<file path="src/rtl/bin2bcd_seq_pkg.sv">
// Shared types and constants for the sequential binary-to-BCD converter.
package bin2bcd_seq_pkg;

    localparam int unsigned BIN_W       = 14;
    localparam int unsigned NUM_DIGITS  = 4;
    localparam int unsigned SHIFT_COUNT = 14;
    localparam int unsigned SCRATCH_W   = 4 * (NUM_DIGITS + 1);
    localparam int unsigned CNT_W       = 4;

    localparam logic [4*NUM_DIGITS-1:0] BCD_SAT = 16'h9999;

    typedef enum logic [1:0] {
        StIdle,
        StShift,
        StFinish
    } state_e;

endpackage

</file>
<file path="src/rtl/bin2bcd_seq_if.sv">
// Request/result bundle between the converter and its producer/display side.
interface bin2bcd_seq_if;
    import bin2bcd_seq_pkg::*;

    logic                      start;
    logic [BIN_W-1:0]          bin;
    logic                      busy;
    logic                      done;
    logic [4*NUM_DIGITS-1:0]   bcd;
    logic                      ovf;

    modport master (output start, output bin, input busy, input done, input bcd, input ovf);
    modport slave  (input start, input bin, output busy, output done, output bcd, output ovf);

endinterface

</file>
<file path="src/rtl/bcd_digit_adj.sv">
// Double-dabble digit correction: a BCD digit of 5 or more gets +3 before the shift.
module bcd_digit_adj (
    input  logic [3:0] i_digit,
    output logic [3:0] o_digit
);

    assign o_digit = (i_digit >= 4'd5) ? i_digit + 4'd3 : i_digit;

endmodule

</file>
<file path="src/rtl/bin2bcd_seq.sv">
// Iterative 14-bit binary to 4-digit BCD converter (shift-and-add-3).
// Define BIN2BCD_SAT_EN to clamp bcd to 9999 when the input exceeds 9999.
module bin2bcd_seq
    import bin2bcd_seq_pkg::*;
(
    input  logic               clk_1MHz,
    input  logic               rst_n,
    bin2bcd_seq_if.slave       bus
);

    state_e                    r_state, w_state_nxt;
    logic [BIN_W-1:0]          r_shreg, w_shreg_nxt;
    logic [SCRATCH_W-1:0]      r_scratch, w_scratch_nxt;
    logic [CNT_W-1:0]          r_cnt, w_cnt_nxt;
    logic [4*NUM_DIGITS-1:0]   r_bcd, w_bcd_nxt;
    logic                      r_ovf, w_ovf_nxt;
    logic                      r_done, w_done_nxt;
    logic [SCRATCH_W-1:0]      w_adj;
    logic                      w_ovf_raw;

    for (genvar g = 0; g < NUM_DIGITS + 1; g++) begin : g_adj
        bcd_digit_adj u_adj (
            .i_digit (r_scratch[4*g +: 4]),
            .o_digit (w_adj[4*g +: 4])
        );
    end

    assign w_ovf_raw = |r_scratch[SCRATCH_W-1 -: 4];

    always_comb begin
        w_state_nxt   = r_state;
        w_shreg_nxt   = r_shreg;
        w_scratch_nxt = r_scratch;
        w_cnt_nxt     = r_cnt;
        w_bcd_nxt     = r_bcd;
        w_ovf_nxt     = r_ovf;
        w_done_nxt    = 1'b0;
        unique case (r_state)
            StIdle: begin
                if (bus.start) begin
                    w_shreg_nxt   = bus.bin;
                    w_scratch_nxt = '0;
                    w_cnt_nxt     = '0;
                    w_state_nxt   = StShift;
                end
            end
            StShift: begin
                // Rotate rather than shift: the top scratch bit is always 0 and the
                // bit fed back into shreg never reaches scratch within 14 steps.
                w_scratch_nxt = {w_adj[SCRATCH_W-2:0], r_shreg[BIN_W-1]};
                w_shreg_nxt   = {r_shreg[BIN_W-2:0], w_adj[SCRATCH_W-1]};
                w_cnt_nxt     = r_cnt + 1'b1;
                if (r_cnt == CNT_W'(SHIFT_COUNT - 1)) begin
                    w_state_nxt = StFinish;
                end
            end
            StFinish: begin
                w_ovf_nxt   = w_ovf_raw;
`ifdef BIN2BCD_SAT_EN
                w_bcd_nxt   = w_ovf_raw ? BCD_SAT : r_scratch[4*NUM_DIGITS-1:0];
`else
                w_bcd_nxt   = r_scratch[4*NUM_DIGITS-1:0];
`endif
                w_done_nxt  = 1'b1;
                w_state_nxt = StIdle;
            end
            default: w_state_nxt = StIdle;
        endcase
    end

    always_ff @(posedge clk_1MHz or negedge rst_n) begin
        if (!rst_n) begin
            r_state   <= StIdle;
            r_shreg   <= '0;
            r_scratch <= '0;
            r_cnt     <= '0;
            r_bcd     <= '0;
            r_ovf     <= 1'b0;
            r_done    <= 1'b0;
        end else begin
            r_state   <= w_state_nxt;
            r_shreg   <= w_shreg_nxt;
            r_scratch <= w_scratch_nxt;
            r_cnt     <= w_cnt_nxt;
            r_bcd     <= w_bcd_nxt;
            r_ovf     <= w_ovf_nxt;
            r_done    <= w_done_nxt;
        end
    end

    assign bus.busy = (r_state != StIdle);
    assign bus.done = r_done;
    assign bus.bcd  = r_bcd;
    assign bus.ovf  = r_ovf;

endmodule

</file>
<file path="src/flat_wrapper.sv">
// flat-port wrapper written by rule: the top's interface ports become plain ports
module bin2bcd_seq_flat import bin2bcd_seq_pkg::*;
  (clk_1MHz, rst_n, bus_start, bus_bin, bus_busy, bus_done, bus_bcd, bus_ovf);
  bin2bcd_seq_if bus_i ();
  input  logic clk_1MHz;
  input  logic rst_n;
  input wire logic [$bits(bus_i.start)-1:0] bus_start;
  input wire logic [$bits(bus_i.bin)-1:0] bus_bin;
  output wire logic [$bits(bus_i.busy)-1:0] bus_busy;
  output wire logic [$bits(bus_i.done)-1:0] bus_done;
  output wire logic [$bits(bus_i.bcd)-1:0] bus_bcd;
  output wire logic [$bits(bus_i.ovf)-1:0] bus_ovf;
  assign bus_i.start = bus_start;
  assign bus_i.bin = bus_bin;
  assign bus_busy = bus_i.busy;
  assign bus_done = bus_i.done;
  assign bus_bcd = bus_i.bcd;
  assign bus_ovf = bus_i.ovf;
  bin2bcd_seq u_core (.clk_1MHz(clk_1MHz), .rst_n(rst_n), .bus(bus_i));
endmodule
</file>
<file path="config.mk">
export PLATFORM = sky130hd
export DESIGN_NAME = bin2bcd_seq_flat
export DESIGN_NICKNAME = d
export VERILOG_FILES = /design/src/rtl/bin2bcd_seq_pkg.sv /design/src/rtl/bin2bcd_seq_if.sv /design/src/rtl/bcd_digit_adj.sv /design/src/rtl/bin2bcd_seq.sv /design/src/flat_wrapper.sv
export SDC_FILE = /design/constraint.sdc
export NUM_CORES = 1
export LEC_CHECK = 0
export CORE_AREA = 5 5 100 65
export CTS_CLUSTER_DIAMETER = 200
export DETAILED_ROUTE_END_ITERATION = 16
export DIE_AREA = 0 0 105 70
export PLACE_DENSITY = 0.78
export SKIP_CTS_REPAIR_TIMING = 1
export SYNTH_ARGS = -nofsm -noshare
export SYNTH_HDL_FRONTEND = slang
export SYNTH_SLANG_ARGS = --single-unit
</file>
<file path="constraint.sdc">
create_clock -name clk_1MHz -period 1.75 [get_ports clk_1MHz]
set_input_delay 0.175 -clock clk_1MHz [delete_from_list [all_inputs] [get_ports clk_1MHz]]
set_output_delay 0.175 -clock clk_1MHz [all_outputs]
set_load 0.1 [all_outputs]
</file>
==> results of run 1 <==
[metal layers]
layer	vias to the layer above	track usage
met1	1122	0.248
met5	-	0
met3	10	0.0433
met2	39	0.272
li1	1109	-
met4	0	0.0780
[kinds of logic (layout without fill, tap and decap cells)]
kind of cell | after synthesis | in the layout | share of synthesized area
buffers and inverters | 40 | 84 | 0.0638
muxes | 2 | 2 | 0.00776
xor gates and xnor gates | 5 | 5 | 0.0151
adders and majority gates | 13 | 13 | 0.0560
DFF | 58 | 58 | 0.500
AOI/OAI and AO/OA | 97 | 97 | 0.237
and+or+nand+nor | 69 | 69 | 0.120
[cell type report]
class                   instances  area, µm²
clock buffers                  12        155
well taps                      69       86.3
repair buffers                 47        440
inverters                      22       82.6
clock inverters                 3       15.0
flip-flops and latches         58       1450
multi-input cells             186       1270
fillers                       429       1920
[placed cells by master, fill, tap and decap left out, types with 2 or more instances in the layout]
master           synthesis  routed
a21oi_1                 10      10
a22o_1                   2       2
a22oi_1                  3       3
a32o_1                   5       5
and3b_1                 10      10
buf_12                   0       4
buf_4                    4      26
clkbuf_8                 0      11
clkdlybuf4s50_1          0      15
clkinv_2                 0       3
dfrtp_1                 58      58
ha_1                    13      13
inv_1                   22      22
mux2_2                   2       2
nand2_1                 42      42
nand2b_1                 2       2
nand3_1                  2       2
nor2_1                   3       3
nor2b_1                  6       6
o2111ai_1               10      10
o21a_1                   5       5
o21ai_0                  9       9
o21ai_1                 28      28
o221ai_1                 5       5
o311ai_1                 5       5
o31ai_1                  6       6
o32ai_2                  4       4
xnor2_1                  5       5
[power groups by stage]
| stage | registers, mW | clock network [mW] | logic, mW |
|---|---|---|---|
| floorplan | 2.78 | 0 | 1.73 |
| global placement | 2.18 | 0 | 2.96 |
| detailed placement | 2.20 | 0 | 3.06 |
| CTS | 2.19 | 1.10 | 3.07 |
| global route | 2.26 | 1.16 | 3.36 |
| finish | 2.19 | 1.07 | 3.07 |
[critical path: cells and delay by family, from the launching register on]
family / cells / cell delay, ns
simple gates: 1 / 0.37
flops: 1 / 0.52
buf+inv: 1 / 0.17
[worst min-delay path by stage]
stage	startpoint	endpoint	depth (start not counted)	slack (ns)
after floorplan	rst_n	u_core.bus.bcd[0]	0	-0.12
after global routing	rst_n	u_core.r_scratch[17]	2	0.37
after detailed placement	rst_n	u_core.r_scratch[18]	1	0.15
after global placement	rst_n	u_core.bus.ovf	1	0.15
final	rst_n	u_core.r_scratch[17]	2	0.33
after CTS	rst_n	u_core.r_scratch[18]	1	-0.21
[registers in the layout, summed over array words and instances (netlist names)]
signal            cells
u_core.r_scratch     20
u_core.bus.bcd       16
u_core.r_shreg       14
u_core.r_cnt          4
u_core.r_state        2
u_core.bus.done       1
u_core.bus.ovf        1
==> reports/results.ini, run 1 <==
[setup_path]
rr_worst_depth=5
crit_arrival_ns=1.40
worstReg2RegStart=u_core.r_scratch[4]
cp_slowest_stage_delay_ns=0.52
path_max_fanout=15
crit_path_end_kind=primary output
cp.required_ns=1.57
critPathLaunchType=flip-flop
r2r_slack_ns=0.18
r2r_end=u_core.r_scratch[5]
cp_cell_sequence=or2_2 -> buf_12
critPathKind=reg -> out
crit_path_end=bus_busy
setup.worst_path.start=u_core.r_state[0]
cp_slowest_cell=dfrtp_1

[yosys]
syn_area_per_cell_um2=10.2
netlist.area_leader.share=0.500
ys.flop_type=dfrtp_1
synth-edff-count=0
yosys-top-cells-count=58 x dfrtp_1, 42 x nand2_1, 28 x o21ai_1
async_reset_ff_frac=1.00
syn_inst=284
synth_most_common_cell=dfrtp_1
synth_area_um2=2900
synth_seq_cells=58
ys_types=36
yosysTopAreaCell=dfrtp_1
synth_fp_nets=314
ys_top_cells_by_area=dfrtp_1 50%, ha_1 5.6%, nand2_1 5.4%
synth_warnings=0
yosysSeqAreaShare=0.500

[route]
drt-initial-drc-count=156
wl_met3_um=229
met1Wirelength_mm=2.98
via_per_inst=5.74
wl_mm=6.18
ant_nets=0
top_layer_used=met4
wl_met2_mm=2.86
wire_per_inst_um=15.6
dr_total_vias=2280
first_pass_iters=4
drc=0

[sta]
fmax_mhz=636
finalHoldViolCount=0
fin_skew_ns=0.00383
holdWs_ns=0.330
tns_ns=0
setup_viol=0
relSlewSlack=0.687
setup_slack_ns=0.177
fin_crit_sh=0.899
fin_crit_ns=1.57
finalMaxSlewViolations=0
worst_slew_pin_slew_ns=0.470
rsz0062_at_grt=no

[global_routing]
grt_pass1_vias=2217
antenna_found_initial=0
grt_pass1_wl_mm=10.8
grt_max_degree=41
track_usage=0.180
grt_remaining_overflow=0

[power_and_ir_drop]
swShare=0.448
p_leak_nw=1.63
p_int_mw=3.50
pwr-share-clk=0.169
p_per_area_nw_per_um2=1810
finalPower_mw=6.34
peakVddDrop_uv=731
switchingPower_mw=2.84
seqPwrFrac=0.346
combinationalPowerShare=0.485

[clock_tree]
cts_tree=built
clock_sinks=58
worstSkewPairLatency_ns=0.33
clock_path_buffers=2
clk_pin_slew_ns=0.06
numCtsBuffers=9
cts_max_level=3
root_buffer=clkbuf_8

[layout]
area_growth_syn_to_layout_pct=20.5
stdcell_count=397
n_antenna_cell=0
final_core_util=0.646
final_cell_area_um2=3500
nNetsFinal=354
drive_above_1_share=0.165

[flow_run]
maxCapViolCount=0

[floorplan]
design.core.area_um2=5410
io_pins=36
rows=21
start_util=0.536
die_x_um=105
die_y_um=70
dieArea_um2=7350

[place]
placed_area_um2=3320
io_buffers=35
dp_hpwl_mm=4.31
place_inst=381
place_congestion=0.821
place_ws_ns=0.254

[hold_path]
hold_path.class=in -> async

[run_status]
outcome=finished clean

(Power assumes the default switching activity.)
==> run 2, diff against run 1 <==
--- a/config.mk
+++ b/config.mk
@@ -5,11 +5,11 @@
 export SDC_FILE = /design/constraint.sdc
 export NUM_CORES = 1
 export LEC_CHECK = 0
-export CORE_AREA = 5 5 100 65
+export CORE_AREA = 5 5 79 81
 export CTS_CLUSTER_DIAMETER = 200
 export DETAILED_ROUTE_END_ITERATION = 16
-export DIE_AREA = 0 0 105 70
-export PLACE_DENSITY = 0.78
+export DIE_AREA = 0 0 84 86
+export PLACE_DENSITY = 0.79
 export SKIP_CTS_REPAIR_TIMING = 1
 export SYNTH_ARGS = -nofsm -noshare
 export SYNTH_HDL_FRONTEND = slang
==> constraint.sdc (replaced) <==
create_clock -name clk_1MHz -period 1.75 [get_ports clk_1MHz]
set_input_delay 0.175 -clock clk_1MHz [delete_from_list [all_inputs] [get_ports clk_1MHz]]
set_output_delay 0.175 -clock clk_1MHz [all_outputs]
set_load 0.005 [all_outputs]
==> reports/results.ini, run 2 (synthesized netlist as in run 1, its figures left out) <==
[run_status]
outcome=finished clean

[global_routing]
grt_remaining_overflow=0
grt_max_degree=59
met1_usage=0.211
grt_pass1_wl_mm=10.3
grt_pass1_vias=2258
track_usage=0.178
busiest_layer=met2
antenna_found_initial=0
use_met3=0.0365
grtUsageMet2=0.305

[setup_path]
critPathLaunchType=flip-flop
crit_path_end_kind=primary output
critPathKind=reg -> out
rr_worst_depth=5
cp.required_ns=1.57
path_max_fanout=6
crit_arrival_ns=1.53

[place]
dp_hpwl_mm=3.99
place_ws_ns=0.212
place_congestion=0.821
io_buffers=35

[sta]
relSlewSlack=0.777
fin_skew_ns=0.00701
finalMaxSlewViolations=0
rsz0062_at_grt=no
finalHoldViolCount=0
setup_slack_ns=0.0477
worst_slew_pin_slew_ns=0.330
setup_viol=0
fmax_mhz=587
fin_crit_ns=1.70
fin_crit_sh=0.973

[clock_tree]
clock_sinks=58
cts_max_level=3
root_buffer=clkbuf_8
numCtsBuffers=9
cts_tree=built
worstSkewPairLatency_ns=0.34
clock_path_buffers=2
clk_pin_slew_ns=0.07

[layout]
area_growth_syn_to_layout_pct=25.0
drive_above_1_share=0.127
fillCellCount=409
top_register=u_core.r_scratch
nNetsFinal=357
final_common_cell=dfrtp_1
largest_reg_flops=20
final_core_util=0.671
most-common-layout-cells=56 x dfrtp_1, 42 x nand2_1, 34 x clkdlybuf4s50_1, 28 x o21ai_1, 22 x inv_1
n_antenna_cell=0

[flow_run]
maxCapViolCount=0

[floorplan]
start_util=0.537
die_x_um=84
io_pins=36
design.core.area_um2=5410
rows=27
die_y_um=86
dieArea_um2=7220

[route]
via_per_inst=5.56
drt-initial-drc-count=128
first_pass_iters=4
wl_mm=5.87
dr_total_vias=2246
drc=0
wire_per_inst_um=14.5
ant_nets=0

[power_and_ir_drop]
peakVddDrop_uv=828
p_per_area_nw_per_um2=1650
p_leak_nw=1.63
finalPower_mw=5.98

[hold_path]
hold_path.class=in -> async

==> run 2: changes by cell type in the layout (fill, tap and decap cells not counted) <==
cell	before	now
bufinv_16	0	2
dfrtp_2	0	2
clkbuf_1	1	0
clkinv_2	3	1
clkinvlp_4	0	1
buf_4	26	11
buf_12	4	3
dfrtp_1	58	56
clkdlybuf4s50_1	15	34
clkbuf_8	11	12
==> run 2: where the power goes <==
part,switching (mW),internal [mW],total [mW]
Sequential,0.356,1.82,2.17
Clock,0.525,0.915,1.44
Combinational,1.22,1.14,2.36
Total,2.10,3.87,5.98
==> run 2: final cells by class <==
| type | count | area [µm²] | share of cell area |
|---|---|---|---|
| Sequential cell | 58 | 1450 | 0.401 |
| Multi-Input combinational cell | 186 | 1270 | 0.349 |
| Timing Repair Buffer | 50 | 498 | 0.137 |
| Clock buffer | 12 | 165 | 0.0455 |
| Tap cell | 72 | 90.1 | 0.0248 |
| Inverter | 22 | 82.6 | 0.0228 |
| Clock inverter | 4 | 72.6 | 0.0200 |
==> run 2: routing by layer <==
layer  vias to the layer above  routed length [µm]
met1                      1073                2540
li1                       1114                   -
met5                         -                   0
met3                         7                 275
met2                        52                2970
met4                         0                  81
==> run 2: worst paths after layout <==
| path | from | end | slack, ns |
|---|---|---|---|
| worst max-delay path | u_core.r_state[1] | bus_busy | 0.05 |
| worst min-delay path | rst_n | u_core.r_shreg[1] | 0.37 |
| worst max register to register | u_core.r_scratch[8] | u_core.r_scratch[10] | 0.24 |
| worst min register to register | u_core.bus.ovf | u_core.bus.ovf | 0.48 |
| max in group asynchronous | rst_n | u_core.r_state[1] | 1.12 |
| min in group clk_1MHz | u_core.bus.ovf | u_core.bus.ovf | 0.48 |
==> run 2: stage by stage <==
| step | hold slack (ns) | area, µm² | TNS [ns] | std cells |
|---|---|---|---|---|
| final | 0.371 | 3630 | 0 | 404 |
| after global routing | 0.424 | 3630 | 0 | 404 |
| after CTS | -0.166 | 3610 | -0.00192 | 402 |
| after detailed placement | 0.202 | 3370 | 0 | 386 |
| after global placement | 0.201 | 3370 | 0 | 386 |
| after floorplan | -0.121 | 2900 | 0 | 284 |
==> run 2: worst max-delay path, cell delays in order, from the launching register on <==
cell and delay, ns:
dfrtp_2 0.43, or2_2 0.31, clkdlybuf4s50_1 0.45
==> run 3, diff against run 2 <==
--- a/config.mk
+++ b/config.mk
@@ -5,6 +5,7 @@
 export SDC_FILE = /design/constraint.sdc
 export NUM_CORES = 1
 export LEC_CHECK = 0
+export ABC_CLOCK_PERIOD_IN_PS = 1750
 export CORE_AREA = 5 5 79 81
 export CTS_CLUSTER_DIAMETER = 200
 export DETAILED_ROUTE_END_ITERATION = 16
==> results of run 3 <==
The final DEF is identical to that of run 2; final timing and power are the same.
